===== src/rtl/seg7_scan_capture.sv =====
// Captures the four digits shown on a multiplexed 7-segment display bus.
// Each glyph must hold steady for STABLE_CYCLES samples; a complete set of digits is published as one frame.
module seg7_scan_capture #(
    parameter int STABLE_CYCLES = 4,
    parameter bit ERR_ON_BLANK  = 1'b0
) (
    input  logic        i_Clk,
    input  logic        i_Rst,
    input  logic [3:0]  i_Anodos,
    input  logic [6:0]  i_Segmentos,
    output logic [15:0] o_Valor,
    output logic        o_Frame_valid,
    output logic [3:0]  o_Digit_err,
    output logic        o_Busy
);

    if (STABLE_CYCLES < 2 || STABLE_CYCLES > 255) begin : g_cfg_err
        $error("seg7_scan_capture: STABLE_CYCLES must be within 2..255");
    end

    localparam logic [7:0] LAST_CNT = 8'(STABLE_CYCLES - 1);

    typedef enum logic [1:0] {IDLE, TRACK, HOLD} state_t;

    state_t          state;
    logic [3:0]      anod_s1, anod_s2;
    logic [6:0]      seg_s1, seg_s2;
    logic [1:0]      idx;
    logic [6:0]      pat;
    logic [7:0]      cnt;
    logic [3:0][3:0] slots;
    logic [3:0]      captured;
    logic [3:0]      err_pend;

    logic            sel;
    logic [1:0]      sel_idx;
    logic            same;
    logic            capture;
    logic [4:0]      decoded;

    // Returns {invalid, value}.
    function automatic logic [4:0] decode(input logic [6:0] p);
        case (p)
            7'h3F:   decode = 5'h00;
            7'h06:   decode = 5'h01;
            7'h5B:   decode = 5'h02;
            7'h4F:   decode = 5'h03;
            7'h66:   decode = 5'h04;
            7'h6D:   decode = 5'h05;
            7'h7D:   decode = 5'h06;
            7'h07:   decode = 5'h07;
            7'h7F:   decode = 5'h08;
            7'h6F:   decode = 5'h09;
            7'h77:   decode = 5'h0A;
            7'h7C:   decode = 5'h0B;
            7'h39:   decode = 5'h0C;
            7'h5E:   decode = 5'h0D;
            7'h79:   decode = 5'h0E;
            7'h71:   decode = 5'h0F;
            7'h00:   decode = {ERR_ON_BLANK, 4'h0};
            default: decode = 5'h10;
        endcase
    endfunction

    // Only a single active-low anode counts as a selected digit.
    always_comb begin
        sel     = 1'b1;
        sel_idx = 2'd0;
        case (anod_s2)
            4'b1110: sel_idx = 2'd0;
            4'b1101: sel_idx = 2'd1;
            4'b1011: sel_idx = 2'd2;
            4'b0111: sel_idx = 2'd3;
            default: sel     = 1'b0;
        endcase
    end

    assign same    = sel && (sel_idx == idx) && (seg_s2 == pat);
    assign capture = (state == TRACK) && same && (cnt >= LAST_CNT);
    assign decoded = decode(pat);
    assign o_Busy  = (state == TRACK);

    always_ff @(posedge i_Clk) begin
        if (i_Rst) begin
            state         <= IDLE;
            anod_s1       <= '0;
            anod_s2       <= '0;
            seg_s1        <= '0;
            seg_s2        <= '0;
            idx           <= '0;
            pat           <= '0;
            cnt           <= '0;
            slots         <= '0;
            captured      <= '0;
            err_pend      <= '0;
            o_Valor       <= '0;
            o_Frame_valid <= 1'b0;
            o_Digit_err   <= '0;
        end else begin
            anod_s1       <= i_Anodos;
            anod_s2       <= anod_s1;
            seg_s1        <= i_Segmentos;
            seg_s2        <= seg_s1;
            o_Frame_valid <= 1'b0;

            case (state)
                IDLE: begin
                    if (sel) begin
                        idx   <= sel_idx;
                        pat   <= seg_s2;
                        cnt   <= 8'd1;
                        state <= TRACK;
                    end
                end
                TRACK: begin
                    if (!sel) begin
                        state <= IDLE;
                    end else if (!same) begin
                        idx <= sel_idx;
                        pat <= seg_s2;
                        cnt <= 8'd1;
                    end else if (capture) begin
                        state <= HOLD;
                    end else if (cnt != 8'hFF) begin
                        cnt <= cnt + 8'd1;
                    end
                end
                HOLD: begin
                    if (!sel) begin
                        state <= IDLE;
                    end else if (!same) begin
                        idx   <= sel_idx;
                        pat   <= seg_s2;
                        cnt   <= 8'd1;
                        state <= TRACK;
                    end
                end
                default: state <= IDLE;
            endcase

            if (captured == 4'hF) begin
                o_Valor       <= slots;
                o_Digit_err   <= err_pend;
                o_Frame_valid <= 1'b1;
                captured      <= '0;
                err_pend      <= '0;
            end

            // NOTE: the later non-blocking bit writes override the clears above, so a capture coinciding with a frame publish starts the next frame.
            if (capture) begin
                slots[idx]    <= decoded[3:0];
                err_pend[idx] <= decoded[4];
                captured[idx] <= 1'b1;
            end
        end
    end

endmodule


===== config.mk =====
export PLATFORM = sky130hd
export DESIGN_NAME = seg7_scan_capture
export DESIGN_NICKNAME = d
export VERILOG_FILES = /design/src/rtl/seg7_scan_capture.sv
export SDC_FILE = /design/constraint.sdc
export NUM_CORES = 1
export LEC_CHECK = 0
export ABC_AREA = 1
export CELL_PAD_IN_SITES_DETAIL_PLACEMENT = 1
export CELL_PAD_IN_SITES_GLOBAL_PLACEMENT = 2
export CORE_UTILIZATION = 32
export DETAILED_ROUTE_END_ITERATION = 10
export PLACE_DENSITY = 0.87
export SLEW_MARGIN = 20
export SYNTH_ARGS = -nofsm -noshare
export SYNTH_HDL_FRONTEND = slang
export SYNTH_SLANG_ARGS = --single-unit

===== constraint.sdc =====
create_clock -name i_Clk -period 2.2 [get_ports i_Clk]
set_input_delay 0.66 -clock i_Clk [delete_from_list [all_inputs] [get_ports i_Clk]]
set_output_delay 0.66 -clock i_Clk [all_outputs]
set_load 0.02 [all_outputs]

* Word level (Yosys, flattened, before mapping)
Index checks and enable logic that the tools add are counted.
W data, S select, Z words.
** Cells by class
- $add $sub $neg :: 1
- $lt $le $gt $ge :: 3
- Eq/ne operators :: 37
- Mux-type cells :: 39
- Bitwise operators :: 1
- Reductions and logical operators :: 15
** Operator list (count)
- $eq A7 B7 Y1 const B :: 12
- $pmux W5 S16 :: 1
- $mux W8 :: 7
- $mux W4 :: 7
- $pmux W8 S3 :: 1
- $mux W7 :: 3
- $mux W2 :: 9
- $bwmux W16 :: 1
- $eq A4 B4 Y1 const B :: 4
- $eq A7 B3 Y1 const B :: 2
- $eq A7 B6 Y1 const B :: 2
- $pmux W7 S2 :: 1
- $pmux W2 S3 :: 2
- $ne A3 B2 Y1 const B :: 3
- $add A8 B1 Y8 const B :: 1
- $demux W4 S2 :: 1
- $ge A8 B2 Y1 const B :: 1
- $ne A2 B2 Y1 const B :: 4
- $ne A8 B8 Y1 const B :: 1
- $reduce_and A4 Y1 :: 2
- $eq A7 B7 Y1 :: 1
- $logic_not A7 Y1 :: 1
- $reduce_and A7 Y1 :: 1
- $ne A3 B3 Y1 const B :: 2
- 18 further kinds :: 26
** Word-level totals
- Register bits after elaboration :: 86
- Input bits :: 13
- Output and inout port bits :: 22
- Word-level logic and storage cells :: 113

* Logic depth before layout (Yosys ltp)
Gate-level depths: netlist of run 1.
- Depth in word-level cells :: 11
- Mapped depth :: 14
- Mapped depth without buffers :: 14

* Worst setup path before layout of run 1
Ideal clock, no wire load.
- Kind :: reg-to-reg
- Start :: register state[1]
- End :: register cnt[0]
- Library setup time :: 0.113 ns
- Arrival time :: 1.443 ns
- Required time :: 2.087 ns
- Slack :: 0.644 ns
- Cell stages (with the launch flop) :: 10
- Path buffers :: 0
- Clock period less this slack :: 1.556 ns
- Cell sequence :: dfxtp_1 > inv_1 > ha_1 > inv_1 > nor2_2 > nand2_1 > nand2_2 > nand2_1 > nand2_1 > nor2_1
** Between the ends
- Cells in the longest elaborated chain, start to end :: 5
- Elaborated cells on any way between the ends :: 14
- Those cells by class :: 8 x eq/ne; 1 x mux; 5 x reduce/logical
** RTL lines
- start, declared :: RTL line 25 : state_t state;
- start signal, assigned :: RTL line 85 : state <= IDLE;
- start signal, assigned :: RTL line 112 : state <= TRACK;
- start signal, assigned :: RTL line 117 : state <= IDLE;
- $eq A2 B1 Y1 (*)
- named net o_Busy :: RTL line 14 : output logic o_Busy
- $logic_and A1 B1 Y1 (2 in series) :: RTL line 79 : assign capture = (state == TRACK) && same && (cnt >= LAST_CNT);
- $ne A3 B3 Y1 (no line)
- $reduce_and A7 Y1 (no line)
- end signal, assigned :: RTL line 125 : cnt <= cnt + 8'd1;
- end, declared :: RTL line 30 : logic [7:0] cnt;
Mark *: on every way through the listed nets, which the timed path passes. The rest lies on a longest branch.
A chain may end at the register's enable or synchronous reset.

* Worst setup path after layout of run 1
- Start :: register state[1]
- End :: output port o_Busy
** Between the ends
- Cells in the longest elaborated chain, start to end :: 1
** RTL lines
- $eq A2 B1 Y1 :: RTL line 81 : assign o_Busy = (state == TRACK);
- end, declared :: RTL line 14
Every way passes these cells.

==> impl_results.md, run 1 <==
* Cell taking the most area after synthesis: dfxtp_1
* Final Cycle Share at between 90% and 100%
* Hold_ws at around 0.40 ns
* Initial antenna violation count at 0
* Initial core utilization at approximately 33%
* Wirelength per Cell at around 12 um
* DR vias at roughly 3400
* Worst slew pin tran at around 0.60 ns
* Max-Cap Viols at 0
* Max Clk Rate at around 500 MHz
* Netlist cell types at 27
* Sink Count at between 80 and 90
* Pleak at around 1.9 nW
* Drt first pass iters at 4
* DRT iter0 DRCs at 93
* Worst Path Buf+Inv at 2
* Synth Area per Inst at approximately 7.1 um^2
* Inserted Diodes at 0
* CP peak stage delay at between 0.3 and 0.4 ns
* WP data required at 1.54 ns
* Final GP Congestion at ~0.84
* I/O Buffers at 34
* Max-slew headroom at roughly three fifths
* Final Skew at ~0.0063 ns
* Chip Height at around 110 um
* Die Area at 12300 um^2
* WS Path Type: register to output pin
* Setup crit end kind: output pin
* Global-route wire length before repair at between 15000 and 20000 um
* Most frequent cells in the layout: 106 x nand2_1, 105 x nor2_1, 86 x dfxtp_1, 60 x inv_1, 37 x a21oi_1
* DRC errors left at 0
* Crit-path max FO at 5
* ANT nets after route at 0
* CTS tree: yes
* Row Count at 39
* Switching Power at around 870 uW
* Hold-fix buffers, CTS at 0
* EDFF count, synth at 0
* VDD IR-drop max at ~0.32 mV
* Die X-Extent at around 110 um
* Startpoint types: register
* Final instance area at 4552 um^2
* Switch share at approximately a quarter
* Core Box Area at about 11000 um^2
* Min cycle time layout at just under 2 ns
* Placed cell areas at ~4300 um^2
* GRT Residual Overflow at 0
* Dpl ws at around 0.29 ns
* Detailed Route WL at roughly 9000 um
* Worst-case clock buffer depth at 2
* CP top delay family: buffers and inverters
* # setup viols final at 0
* Status: finished, final reports clean
* Syn nets at about 560
* Cells after synthesis at approximately 540
* Post-layout net count at a little under 600
* Vias in the first global route at around 3400
* Synthesis warning total at 0
* Clock-pin slew on the worst setup and hold paths at 0.06 ns
* Final Non-Filler Cells at 719
* Final core area utilization at 39.69%
* Crit path cell chain: inv_1 > ha_1 > dlygate4sd2_1
* Slowest-stage cell, CP: dfxtp_1
* Maximum number of pins on one net before global-route repair at 34
* Pint at between 2 and 3 mW
* Root Driver: clkbuf_16
* Sequential power share at 46.9%
* Worst setup margin at approximately 0.21 ns
* Layout cells sized above 1 at slightly above 8%
* Part of the Yosys area used for sequential elements at 45.35%
* RSZ-0062 raised after global routing: no
* Cell area after synthesis at about 3800 um^2
* Post-synth top area share at 45.35%
* Dpl cells at roughly 700
* DR vias/cell at 4.737
* Total Power at 3.497 mW
* Commonest non-fill, non-tap cell in the layout: nand2_1
* Area grow syn2layout at 19.91%
* Worst min path class: register to register
* Fillcell total at between 1000 and 1500
* I/O pin cnt at 35
* Leading post-synthesis cells by cell area: dfxtp_1 45%, nand2_1 10%, nor2_1 10%, inv_1 5.9%, a21oi_1 4.9%
* Top_reg_cell synth: dfxtp_1
* Worst-Skew Late Latency at about 0.34 ns
* Yosys reg bits at 86
* Slew Limit Fails at 0
* Hold Fails Final Rpt at 0
* Clock share of power at 42.3%
* Detailed placement HPWL at ~6600 um
* Inserted Clock Buffers at 9
* Total GRT Usage at roughly 16%
* Comb pwr share at a little over a tenth
* Worst path arrival time at 1.33 ns
* Share of async-settable or async-resettable flops after synthesis at 0%
* Power Dens Cells at approximately 770 nW/um^2
* Setup TNS at 0 ns
* H-Tree Depth at 3
==> power groups by stage <==
stage | Combinational [mW] | Sequential, mW | Clock [mW]
2_1_floorplan | 0.272 | 1.67 | 0
3_3_place_gp | 0.367 | 1.67 | 0
3_5_place_dp | 0.380 | 1.68 | 0
4_1_cts | 0.382 | 1.64 | 1.53
6_report | 0.378 | 1.64 | 1.48
5_1_grt | 0.428 | 1.65 | 1.58
==> timing repair <==
action | 4_1_cts | 5_1_grt
resized for setup | 1 | 0
endpoints found under the setup margin | 1 | 0
buffers inserted | 0 | 0
endpoints found under the hold margin | 0 | 0
==> state kept, by name, indices dropped and copies added (netlist names) <==
register,cells
o_Digit_err,4
o_Frame_valid,1
state,2
cnt,8
slots,16
seg_s1,7
captured,4
pat,7
anod_s1,4
idx,2
err_pend,4
anod_s2,4
seg_s2,7
o_Valor,16
==> layout make-up <==
type / count / area (um^2) / area share, %
Multi-Input combinational cell: 363 / 1714 / 37.66
Timing Repair Buffer: 42 / 394.1 / 8.659
Clock buffer: 12 / 236.5 / 5.195
Inverter: 69 / 259.0 / 5.690
Tap cell: 143 / 178.9 / 3.931
Clock inverter: 4 / 47.55 / 1.045
Sequential cell: 86 / 1722 / 37.82
==> per-layer routing <==
layer  global-route usage, %  up-vias  wire length, um
li1                        -     1762                -
met1                   19.00     1585             4131
met2                   27.33       41             4418
met3                   2.570       18              190
met4                   8.178        0              226
met5                       0        -                0
==> Yosys cell counts (3+ instances only) <==
library cell and number:
inv_2 7, dfxtp_1 86, nand3_1 31, nor3_1 6, nor2_1 105, nand4_1 17
clkbuf_1 14, a21oi_1 37, o21ai_0 31, inv_1 60, nand2_1 106, o21ai_1 5
ha_1 5, buf_6 3, nand2_2 6
==> path summary, 6_finish.rpt <==
path / from / end / slack [ns] / cells after the start
setup / recovery: state[1]$_SDFFE_PP0P_ / o_Busy / 0.21 / 3
hold / removal: seg_s1[3]$_SDFF_PP0_ / seg_s2[3]$_SDFF_PP0_ / 0.40 / 2
setup reg to reg: anod_s2[3]$_SDFF_PP0_ / slots[2]$_SDFFE_PP0P_ / 0.28 / 11
hold reg to reg: seg_s1[3]$_SDFF_PP0_ / seg_s2[3]$_SDFF_PP0_ / 0.40 / 2
==> tightest hold or removal path, delay by kind of cell (launching register included) <==
family | cells | cell delay, ns
flops | 1 | 0.29
buf+inv | 1 | 0.04
simple gates | 1 | 0.03
==> cells by family (layout without fill, tap and decap cells) <==
group,Yosys count,count (layout),share of synthesized area (%)
buf+inv,88,127,9.493
flops,86,86,45.35
fa+ha+maj,5,5,1.648
compound gates,74,74,9.822
simple gates,283,283,33.26
xor+xnor,1,1,0.4286
Note: power is estimated with default switching activity, not from simulation.
==> run 2: changes to the inputs <==
--- a/config.mk
+++ b/config.mk
@@ -8,9 +8,9 @@
 export ABC_AREA = 1
 export CELL_PAD_IN_SITES_DETAIL_PLACEMENT = 1
 export CELL_PAD_IN_SITES_GLOBAL_PLACEMENT = 2
-export CORE_UTILIZATION = 32
+export CORE_UTILIZATION = 29
 export DETAILED_ROUTE_END_ITERATION = 10
-export PLACE_DENSITY = 0.87
+export PLACE_DENSITY = 0.84
 export SLEW_MARGIN = 20
 export SYNTH_ARGS = -nofsm -noshare
 export SYNTH_HDL_FRONTEND = slang
==> constraint.sdc (replaced) <==
create_clock -name i_Clk -period 1.6 [get_ports i_Clk]
set_input_delay 0.48 -clock i_Clk [delete_from_list [all_inputs] [get_ports i_Clk]]
set_output_delay 0.48 -clock i_Clk [all_outputs]
set_load 0.02 [all_outputs]
==> impl_results.md, run 2 (synthesized netlist as in run 1, its figures left out) <==
* I/O Buffers at 34
* Setup crit end kind: register
* Crit Reg-Reg Startpoint: pat[0]$_SDFFE_PP0P_
* Pleak at 2.396 nW
* Most frequent cells in the layout: 88 x nor2_1, 71 x nand2_1, 69 x dfxtp_1, 52 x buf_4, 49 x inv_1
* Worst slew pin tran at about 0.36 ns
* Max-slew headroom at 75.98%
* Min cycle time layout at ~1.8 ns
* Dpl ws at -0.2758 ns
* Row Count at 41
* VDD IR-drop max at 0.6796 mV
* Power Dens Cells at slightly above 900 nW/um^2
* Max Clk Rate at ~570 MHz
* Die Area at about 14000 um^2
* Crit-path max FO at 6
* Area grow syn2layout at 44.79%
* DRC errors left at 0
* Wirelength per Cell at around 13 um
* WS Path Type: register to register
* Dpl cells at around 770
* Status: complete, but fails checks
* Reg-to-Reg End: slots[1]$_SDFFE_PP0P_
* Commonest non-fill, non-tap cell in the layout: nor2_1
* Hold Crit Start: anod_s1[2]$_SDFF_PP0_
* Final GP Congestion at between 0.8 and 0.9
* Worst path arrival time at 2.04 ns
* Slew Limit Fails at 0
* DR vias at about 3700
* Layout cells sized above 1 at around 36%
* Startpoint types: register
* Final core area utilization at between 40% and 50%
* Inserted Clock Buffers at 9
* Global-route wire length before repair at approximately 18000 um
* Min-Delay Path Depth at 2
* Inserted Diodes at 0
* Biggest regs: o_Valor (16), slots (16), cnt (8)
* Sink Count at 86
* Failing checks: setup timing
* Initial core utilization at approximately 30%
* Worst min path class: register to register
* Drt first pass iters at 4
* RSZ-0062 raised after global routing: yes
* Clock-pin slew on the worst setup and hold paths at approximately 0.06 ns
* I/O pin cnt at 35
* # setup viols final at 40
* Root Driver: clkbuf_16
* Detailed placement HPWL at 7181 um
* Worst setup margin at -0.1595 ns
* Final Cycle Share at 110.0%
* Worst R2R Setup Slack at -0.16 ns
* Hold Fails Final Rpt at 0
* WP data required at about 1.9 ns
* ANT nets after route at 0
* Total GRT Usage at between 10% and 20%
* Final Non-Filler Cells at approximately 800
* Worst R2R Path Depth at 12
* Initial antenna violation count at 0
* Detailed Route WL at 10600 um
* Hold-fix buffers, CTS at 0
* Worst-Skew Late Latency at 0.35 ns
* Vias in the first global route at 3857
* CTS tree: yes
* Max-Cap Viols at 0
* Core Box Area at 12670 um^2
* DRT iter0 DRCs at slightly below 100
* Worst-case clock buffer depth at 2
* Post-layout net count at roughly 640
* Hold EP: anod_s2[2]$_SDFF_PP0_
* GRT Residual Overflow at 0
* Die X-Extent at 116.4 um
* H-Tree Depth at 3
* Final Skew at around 0.0059 ns
* Maximum number of pins on one net before global-route repair at 34
* Chip Height at between 100 and 150 um
* DR vias/cell at about 4.6
-- run 2: cell types whose count changed in the layout (fill, tap and decap cells not counted), moves of 15 or more --
cell,change
nand3_1,-16
nor2_1,-17
buf_4,+44
clkdlybuf4s50_1,-21
dfxtp_1,-17
nand2_2,+30
nand2_1,-35
nand3_2,+15
dlygate4sd2_1,+20
-- run 2: layer usage --
layer	track usage (%)	vias up	part of all wire, %
li1	-	1875	-
met1	17.72	1736	41
met2	32.47	41	55
met3	3.892	18	2.5
met4	6.923	0	2.0
met5	0	-	0
-- run 2: worst max path at each step --
stage | cells after the start | startpoint | slack [ns] | to
finish | 12 | pat[0]$_SDFFE_PP0P_ | -0.16 | slots[1]$_SDFFE_PP0P_
global route | 11 | pat[2]$_SDFFE_PP0P_ | -0.25 | slots[11]$_SDFFE_PP0P_
CTS | 11 | seg_s2[3]$_SDFF_PP0_ | -0.16 | slots[8]$_SDFFE_PP0P_
detailed placement | 11 | anod_s2[3]$_SDFF_PP0_ | -0.28 | slots[14]$_SDFFE_PP0P_
global placement | 11 | anod_s2[3]$_SDFF_PP0_ | -0.18 | slots[12]$_SDFFE_PP0P_
floorplan | 9 | state[1]$_SDFFE_PP0P_ | 0.04 | cnt[0]$_SDFFE_PP0P_
-- run 2: where the power goes --
| group | internal, mW | switching, mW |
|---|---|---|
| sequential | 2.21 | 0.0477 |
| clock | 1.29 | 0.816 |
| combinational | 0.325 | 0.448 |
-- run 2: final cells by class --
class | instances | area [um^2]
Fill cell | 1558 | 7174
Clock inverter | 4 | 45.04
Multi-Input combinational cell | 367 | 2157
Inverter | 69 | 266.5
Timing Repair Buffer | 92 | 803.3
Tap cell | 172 | 215.2
Clock buffer | 12 | 256.5
Sequential cell | 86 | 1753
-- run 2: repair_timing --
| item | 4_1_cts | 5_1_grt |
|---|---|---|
| endpoints found under the setup margin | 65 | 44 |
| buffers inserted | 7 | 8 |
| resized for setup | 140 | 39 |
| pin swaps | 38 | 29 |
| cloned | 4 | 0 |
-- run 2: metrics by stage --
step / instance area, um^2 / TNS, ns / power [mW] / hold slack, ns
final: 5497 / -3.850 / 5.129 / 0.3958
after global routing: 5497 / -8.317 / 5.378 / 0.4130
after CTS: 5298 / -3.194 / 5.122 / 0.3986
after detailed placement: 4593 / -5.541 / 2.886 / 0.3957
after global placement: 4593 / -3.350 / 2.851 / 0.3907
after floorplan: 3796 / 0 / 2.664 / 0.3883
-- run 2: critical path, stage by stage, from the launching register on --
cell and delay [ns]:
dfxtp_4 0.35, inv_2 0.06, nand2_2 0.06, nand2_2 0.06
nor2_4 0.14, nand2_4 0.08, nor2_8 0.14, nand4_4 0.15
buf_12 0.17, nor2_8 0.16, buf_6 0.13, nand3_2 0.06
a21oi_2 0.12
==> run 3: changes to the inputs <==
--- a/config.mk
+++ b/config.mk
@@ -15,3 +15,4 @@
 export SYNTH_ARGS = -nofsm -noshare
 export SYNTH_HDL_FRONTEND = slang
 export SYNTH_SLANG_ARGS = --single-unit
+export TNS_END_PERCENT = 50
==> constraint.sdc (replaced) <==
create_clock -name i_Clk -period 1.55 [get_ports i_Clk]
set_input_delay 0.465 -clock i_Clk [delete_from_list [all_inputs] [get_ports i_Clk]]
set_output_delay 0.465 -clock i_Clk [all_outputs]
set_load 0.02 [all_outputs]
==> impl_results.md, run 3 (synthesized netlist as in run 1, its figures left out) <==
* Die X-Extent at 116.4 um
* WL met1 at 4267 um
* Final GP Congestion at about 0.86
* Min cycle time layout at about 1.8 ns
* Hold_ws at slightly below 0.4 ns
* Global-route wire length before repair at 16130 um
* Slew Limit Fails at 0
* Inserted Diodes at 0
* Worst R2R Path Depth at 10
* Max Clk Rate at 569.9 MHz
* Max-Cap Viols at 0
* Status: complete, but fails checks
* Vias in the first global route at 3600
* I/O Buffers at 34
* Worst-case clock buffer depth at 2
* VDD IR-drop max at 0.7461 mV
* Maximum number of pins on one net before global-route repair at 34
* Hold-fix buffers, CTS at 0
* GRT Residual Overflow at 0
* Most frequent cells in the layout: 91 x nor2_1, 74 x nand2_1, 70 x dfxtp_1, 53 x inv_1, 48 x buf_4
* CTS tree: yes
* Worst slew pin tran at 0.5090 ns
* Worst-Skew Late Latency at 0.35 ns
* Failing checks: setup timing
* Final Skew at 0.006928 ns
* Worst path arrival time at 2.03 ns
* DRT iter0 DRCs at a little over 100
* Worst setup margin at -0.2048 ns
* Area of the multi-input gates at ~2100 um^2
* Area grow syn2layout at 40.14%
* Wirelength per Cell at about 12 um
* WS Path Type: register to register
* H-Tree Depth at 3
* Total GRT Usage at 15.45%
* Layout cells sized above 1 at a little under a third
* Commonest non-fill, non-tap cell in the layout: nor2_1
* Setup crit end kind: register
* I/O pin cnt at 35
* Critical Path Sink: slots[7]$_SDFFE_PP0P_
* Crit path cell chain: inv_2 > nand2_2 > nand2_2 > nor2_4 > nand2_4 > nor2_8 > nand4_4 > nor2_8 > nand3_1 > a21oi_2
* FF+latch area at around 1700 um^2
* Root Driver: clkbuf_16
* Die Area at 13550 um^2
* Detailed Route WL at 9730 um
* Slowest-stage cell, CP: dfxtp_2
* Reg-to-Reg End: slots[7]$_SDFFE_PP0P_
* Final Cycle Share at 113.2%
* Chip Height at approximately 120 um
* Clock-pin slew on the worst setup and hold paths at about 0.06 ns
* Inserted Clock Buffers at 9
* Pleak at 2.336 nW
* DR vias at approximately 3600
* Worst R2R Setup Slack at -0.20 ns
* Dpl cells at about 770
* Startpoint types: register
* Initial antenna violation count at 0
* Crit-path max FO at 6
* Total Power at 4.974 mW
* CP peak stage delay at around 0.35 ns
* Worst min path class: register to register
* Met3 routed WL at around 230 um
* Power Dens Cells at 935.0 nW/um^2
* # setup viols final at a little over 40
* Core Box Area at 12670 um^2
* RSZ-0062 raised after global routing: yes
* Final Non-Filler Cells at ~800
* Initial core utilization at approximately 30%
* Drt first pass iters at 4
* WP data required at around 1.8 ns
* Final instance area at between 5000 and 6000 um^2
* DR vias/cell at about 4.5
* Critical path launch point: pat[0]$_SDFFE_PP0P_
* Met2 routed WL at between 5000 and 6000 um
* Final core area utilization at a little over two fifths
* Post-layout net count at about 640
* Crit Reg-Reg Startpoint: pat[0]$_SDFFE_PP0P_
* ANT nets after route at 0
* Max-slew headroom at approximately two thirds
* Biggest regs: o_Valor (16), slots (16), cnt (8)
* Detailed placement HPWL at just under 7000 um
* Sink Count at 86
* Placed cell areas at approximately 4600 um^2
* Row Count at around 40
* Hold Fails Final Rpt at 0
* Top layer in use: met4
* DRC errors left at 0
* Fillcell total at about 1600
run 3: cell types whose count changed in the layout (fill, tap and decap cells not counted), moves of 3 or more:
| cell | before | now |
|---|---|---|
| nand2_2 | 36 | 32 |
| inv_1 | 49 | 53 |
| nand3_2 | 17 | 12 |
| nor2_1 | 88 | 91 |
| nand2_1 | 71 | 74 |
| o21ai_1 | 5 | 9 |
| a21oi_2 | 14 | 11 |
| buf_4 | 52 | 48 |
| nand3_1 | 15 | 19 |
| a21oi_1 | 23 | 26 |
| nor2_4 | 13 | 9 |
| inv_2 | 15 | 11 |
run 3: worst min path at each step:
stage,start,to,slack (ns),cells past startpoint
2_1_floorplan,anod_s1[0]$_SDFF_PP0_,anod_s2[0]$_SDFF_PP0_,0.39,2
3_3_place_gp,seg_s1[1]$_SDFF_PP0_,seg_s2[1]$_SDFF_PP0_,0.39,2
3_5_place_dp,seg_s1[3]$_SDFF_PP0_,seg_s2[3]$_SDFF_PP0_,0.40,2
4_1_cts,seg_s1[2]$_SDFF_PP0_,seg_s2[2]$_SDFF_PP0_,0.40,2
5_1_grt,anod_s1[2]$_SDFF_PP0_,anod_s2[2]$_SDFF_PP0_,0.41,2
6_report,seg_s1[0]$_SDFF_PP0_,seg_s2[0]$_SDFF_PP0_,0.39,2
run 3: where the power goes:
part | total [mW] | switching (mW) | internal, mW
registers | 2.32 | 0.0416 | 2.28
clock network | 1.90 | 0.827 | 1.07
logic | 0.754 | 0.415 | 0.339
total | 4.97 | 1.28 | 3.69
run 3: layout make-up:
cell class,instances,share of cell area [%]
multi-input cells,367,38.90
inverters,69,5.009
repair buffers,88,14.37
well taps,172,4.045
clock inverters,4,0.4704
flip-flops and latches,86,32.83
clock buffers,11,4.374
run 3: repair_timing:
action                                  CTS  global route
cloned                                    3             1
pin swaps                                17            23
buffers inserted                          4             5
gates resized for setup                  90            64
endpoints found under the setup margin   65            44
run 3: worst max-delay path, delay by kind of cell, from the launching register on:
kind / cells / cell delay, ns
and+or+nand+nor: 8 / 1.12
DFF: 1 / 0.35
AOI/OAI and AO/OA: 1 / 0.17
buffers and inverters: 1 / 0.06
run 3: per-layer routing:
| layer | up-vias | track usage [%] |
|---|---|---|
| met5 | - | 0 |
| met4 | 0 | 7.436 |
| met3 | 10 | 3.581 |
| met2 | 34 | 27.34 |
| met1 | 1702 | 17.47 |
| li1 | 1866 | - |
run 3: stage by stage:
| step | setup TNS, ns | setup slack (ns) |
|---|---|---|
| floorplan | 0 | 0.0008840 |
| global placement | -4.444 | -0.1852 |
| detailed placement | -7.497 | -0.2998 |
| CTS | -2.892 | -0.1759 |
| global route | -9.119 | -0.3235 |
| finish | -4.230 | -0.2048 |
==> variant: new RTL, settings of run 3 <==
The parameter `ERR_ON_BLANK` goes from 1'b0 to 1'b1.
--- a/src/rtl/seg7_scan_capture.sv
+++ b/src/rtl/seg7_scan_capture.sv
@@ -2,7 +2,7 @@
 // Each glyph must hold steady for STABLE_CYCLES samples; a complete set of digits is published as one frame.
 module seg7_scan_capture #(
     parameter int STABLE_CYCLES = 4,
-    parameter bit ERR_ON_BLANK  = 1'b0
+    parameter bit ERR_ON_BLANK  = 1'b1
 ) (
     input  logic        i_Clk,
     input  logic        i_Rst,
Behaviour: same outputs for any inputs over 10 cycles, from zero or initial values and one cycle with i_Rst high; that may be too few to reach the edited logic, so the function may still have changed.
==> variant against run 3 <==
  * The run still ends with negative setup slack left
  * Design area rose by 2.7%
  * Area after synthesis fell by 0.56%
  * Clock power rose by 9%
  * Sequential cell count did not move
  * Worst setup slack got worse by 0.0062 ns
  * Non-clock buffer count rose by 11
  * Power rose by 3.2%
  * Utilization rose by 1.1 points
  * Combinational power fell by 2%
  * Critical path depth rose by 2
  * Routed wire length rose by 7.2%
  * Critical path type unchanged
  * Critical endpoint is now slots[12]
  * Highest routed layer unchanged
==> variant: results <==
group,metric,value,unit
finish,reg_top3,"o_Valor x16, slots x16, cnt x8",
clock_network,insertion_delay,0.34,ns
sta,worst_hold_slack,0.393,ns
status,outcome,"complete, but fails checks",
sta,setup-tns-final,-6.22,ns
synthesis,synth_flop_cell,"dfxtp_1",
sta,clock_skew,0.00770,ns
synthesis,synth_cell_types,25,
clock_network,cts_max_path_buffers,2,
status,violations,"negative setup slack",
sta,setup_ws,-0.211,ns
placed_design,dpl_worst_slack,-0.300,ns
finish,final_nets,653,
worst_setup_path,crit_fanout,5,
worst_setup_path,cpPeakStageDelay,0.36,ns
synthesis,yosysWarnings,0,
synthesis,syn_nets,562,
grt,grt_pass1_vias,3870,
grt,antenna_found_initial,0,
detailed_routing,wl_per_cell,12.8,um
hold_path,hp-start,"seg_s1[4]",
sta,max_slew_margin,76.2,%
clock_network,numCtsBuffers,9,
run,maxCapViolCount,0,
synthesis,yosys-top-cells-count,"nand2_1, nor2_1, dfxtp_1, inv_1, a21oi_1",
worst_setup_path,critPathLaunch,"pat[0]",
detailed_routing,dr.first_iter.drc_count,85,
worst_setup_path,crit_family,"simple AND/OR/NAND/NOR gates",
worst_setup_path,cp_slowest_cell,"dfxtp_2",
grt,grt_max_degree,29,
grt,grt_pass1_wl,17.5,mm
finish,drive_gt1_share,32.5,%
power,power.leakage,2.31,nW
detailed_routing,drtPass1Iterations,4,
placed_design,portBuffers,34,
clock_network,cts-root-buf,"clkbuf_16",
detailed_routing,num_vias,3747,
worst_setup_path,critPathArrivalTime,1.98,ns
synthesis,ys_seq_area_share,45.6,%
grt,grt_use_total,16.6,%
clock_network,htree_levels,3,
clock_network,clkTransAtPathRegs,0.06,ns
power,vdd_ir_drop_max,0.000512,V
placed_design,hpwl,7.23,mm
placed_design,place.gp.congestion,0.829,
synthesis,ys_top_cells_by_area,"dfxtp_1, nand2_1, nor2_1",
hold_path,min_path_type,"flip-flop to flip-flop",
synthesis,async_reset_ff_share,0,%
sta,setup_viol,43,
==> variant: cell count changes in the layout (fill, tap and decap cells not counted), sizes merged, moves of 3 or more <==
cell   change
a21oi      +4
buf       +10
nand2      -3
nor2      -10
inv        +8
nand3      +7
==> variant: final timing paths <==
check,end,depth (start not counted)
max,slots[12],12
min reg2reg,seg_s2[4],2
max reg2reg,slots[12],12
min,seg_s2[4],2
==> variant: where the power goes <==
part / leakage [nW] / switching [W] / internal (W)
sequential: 0.706 / 0.0000485 / 0.00228
combinational: 1.46 / 0.000439 / 0.000300
clock: 0.139 / 0.000888 / 0.00118
total: 2.31 / 0.00138 / 0.00376
==> variant: cells by family after synthesis <==
family / count (synthesis) / synth area share, %
AND/OR/NAND/NOR: 280 / 32.2
buffers and inverters: 95 / 10.0
flip-flops: 86 / 45.6
AO/OA/AOI/OAI: 77 / 10.2
adder cells (fa/ha/maj): 5 / 1.66
multiplexers: 1 / 0.265
==> variant: what timing repair did <==
action,4_1_cts,5_1_grt
gates cloned,1,1
setup endpoints to repair,65,44
endpoints found under the hold margin,0,0
hold buffers,0,0
gates resized for setup,109,55
pin swaps,27,20
setup buffers,3,4
==> variant: tightest hold or removal path, cell delays in order (launching register included) <==
cell,delay [ns]
dfxtp_1,0.29
inv_1,0.04
nor2_1,0.03
==> variant: metrics by stage <==
step	cell area [um^2]	cells
floorplan	3790	544
global route	5460	812
CTS	5230	807
global placement	4690	788
detailed placement	4690	788
finish	5460	812
==> variant: layout make-up <==
type / instances / area (um^2)
clock buffers: 12 / 256
clock inverters: 4 / 30.0
fillers: 1583 / 7210
inverters: 75 / 289
multi-input cells: 364 / 2070
flip-flops and latches: 86 / 1750
well taps: 172 / 215
repair buffers: 99 / 860
==> variant: per-layer routing <==
layer  share of wire (%)  GRT usage (%)
met4                 2.0           6.50
met5                   0              0
met2                  52           30.0
met3                 2.5           4.10
met1                  43           18.9
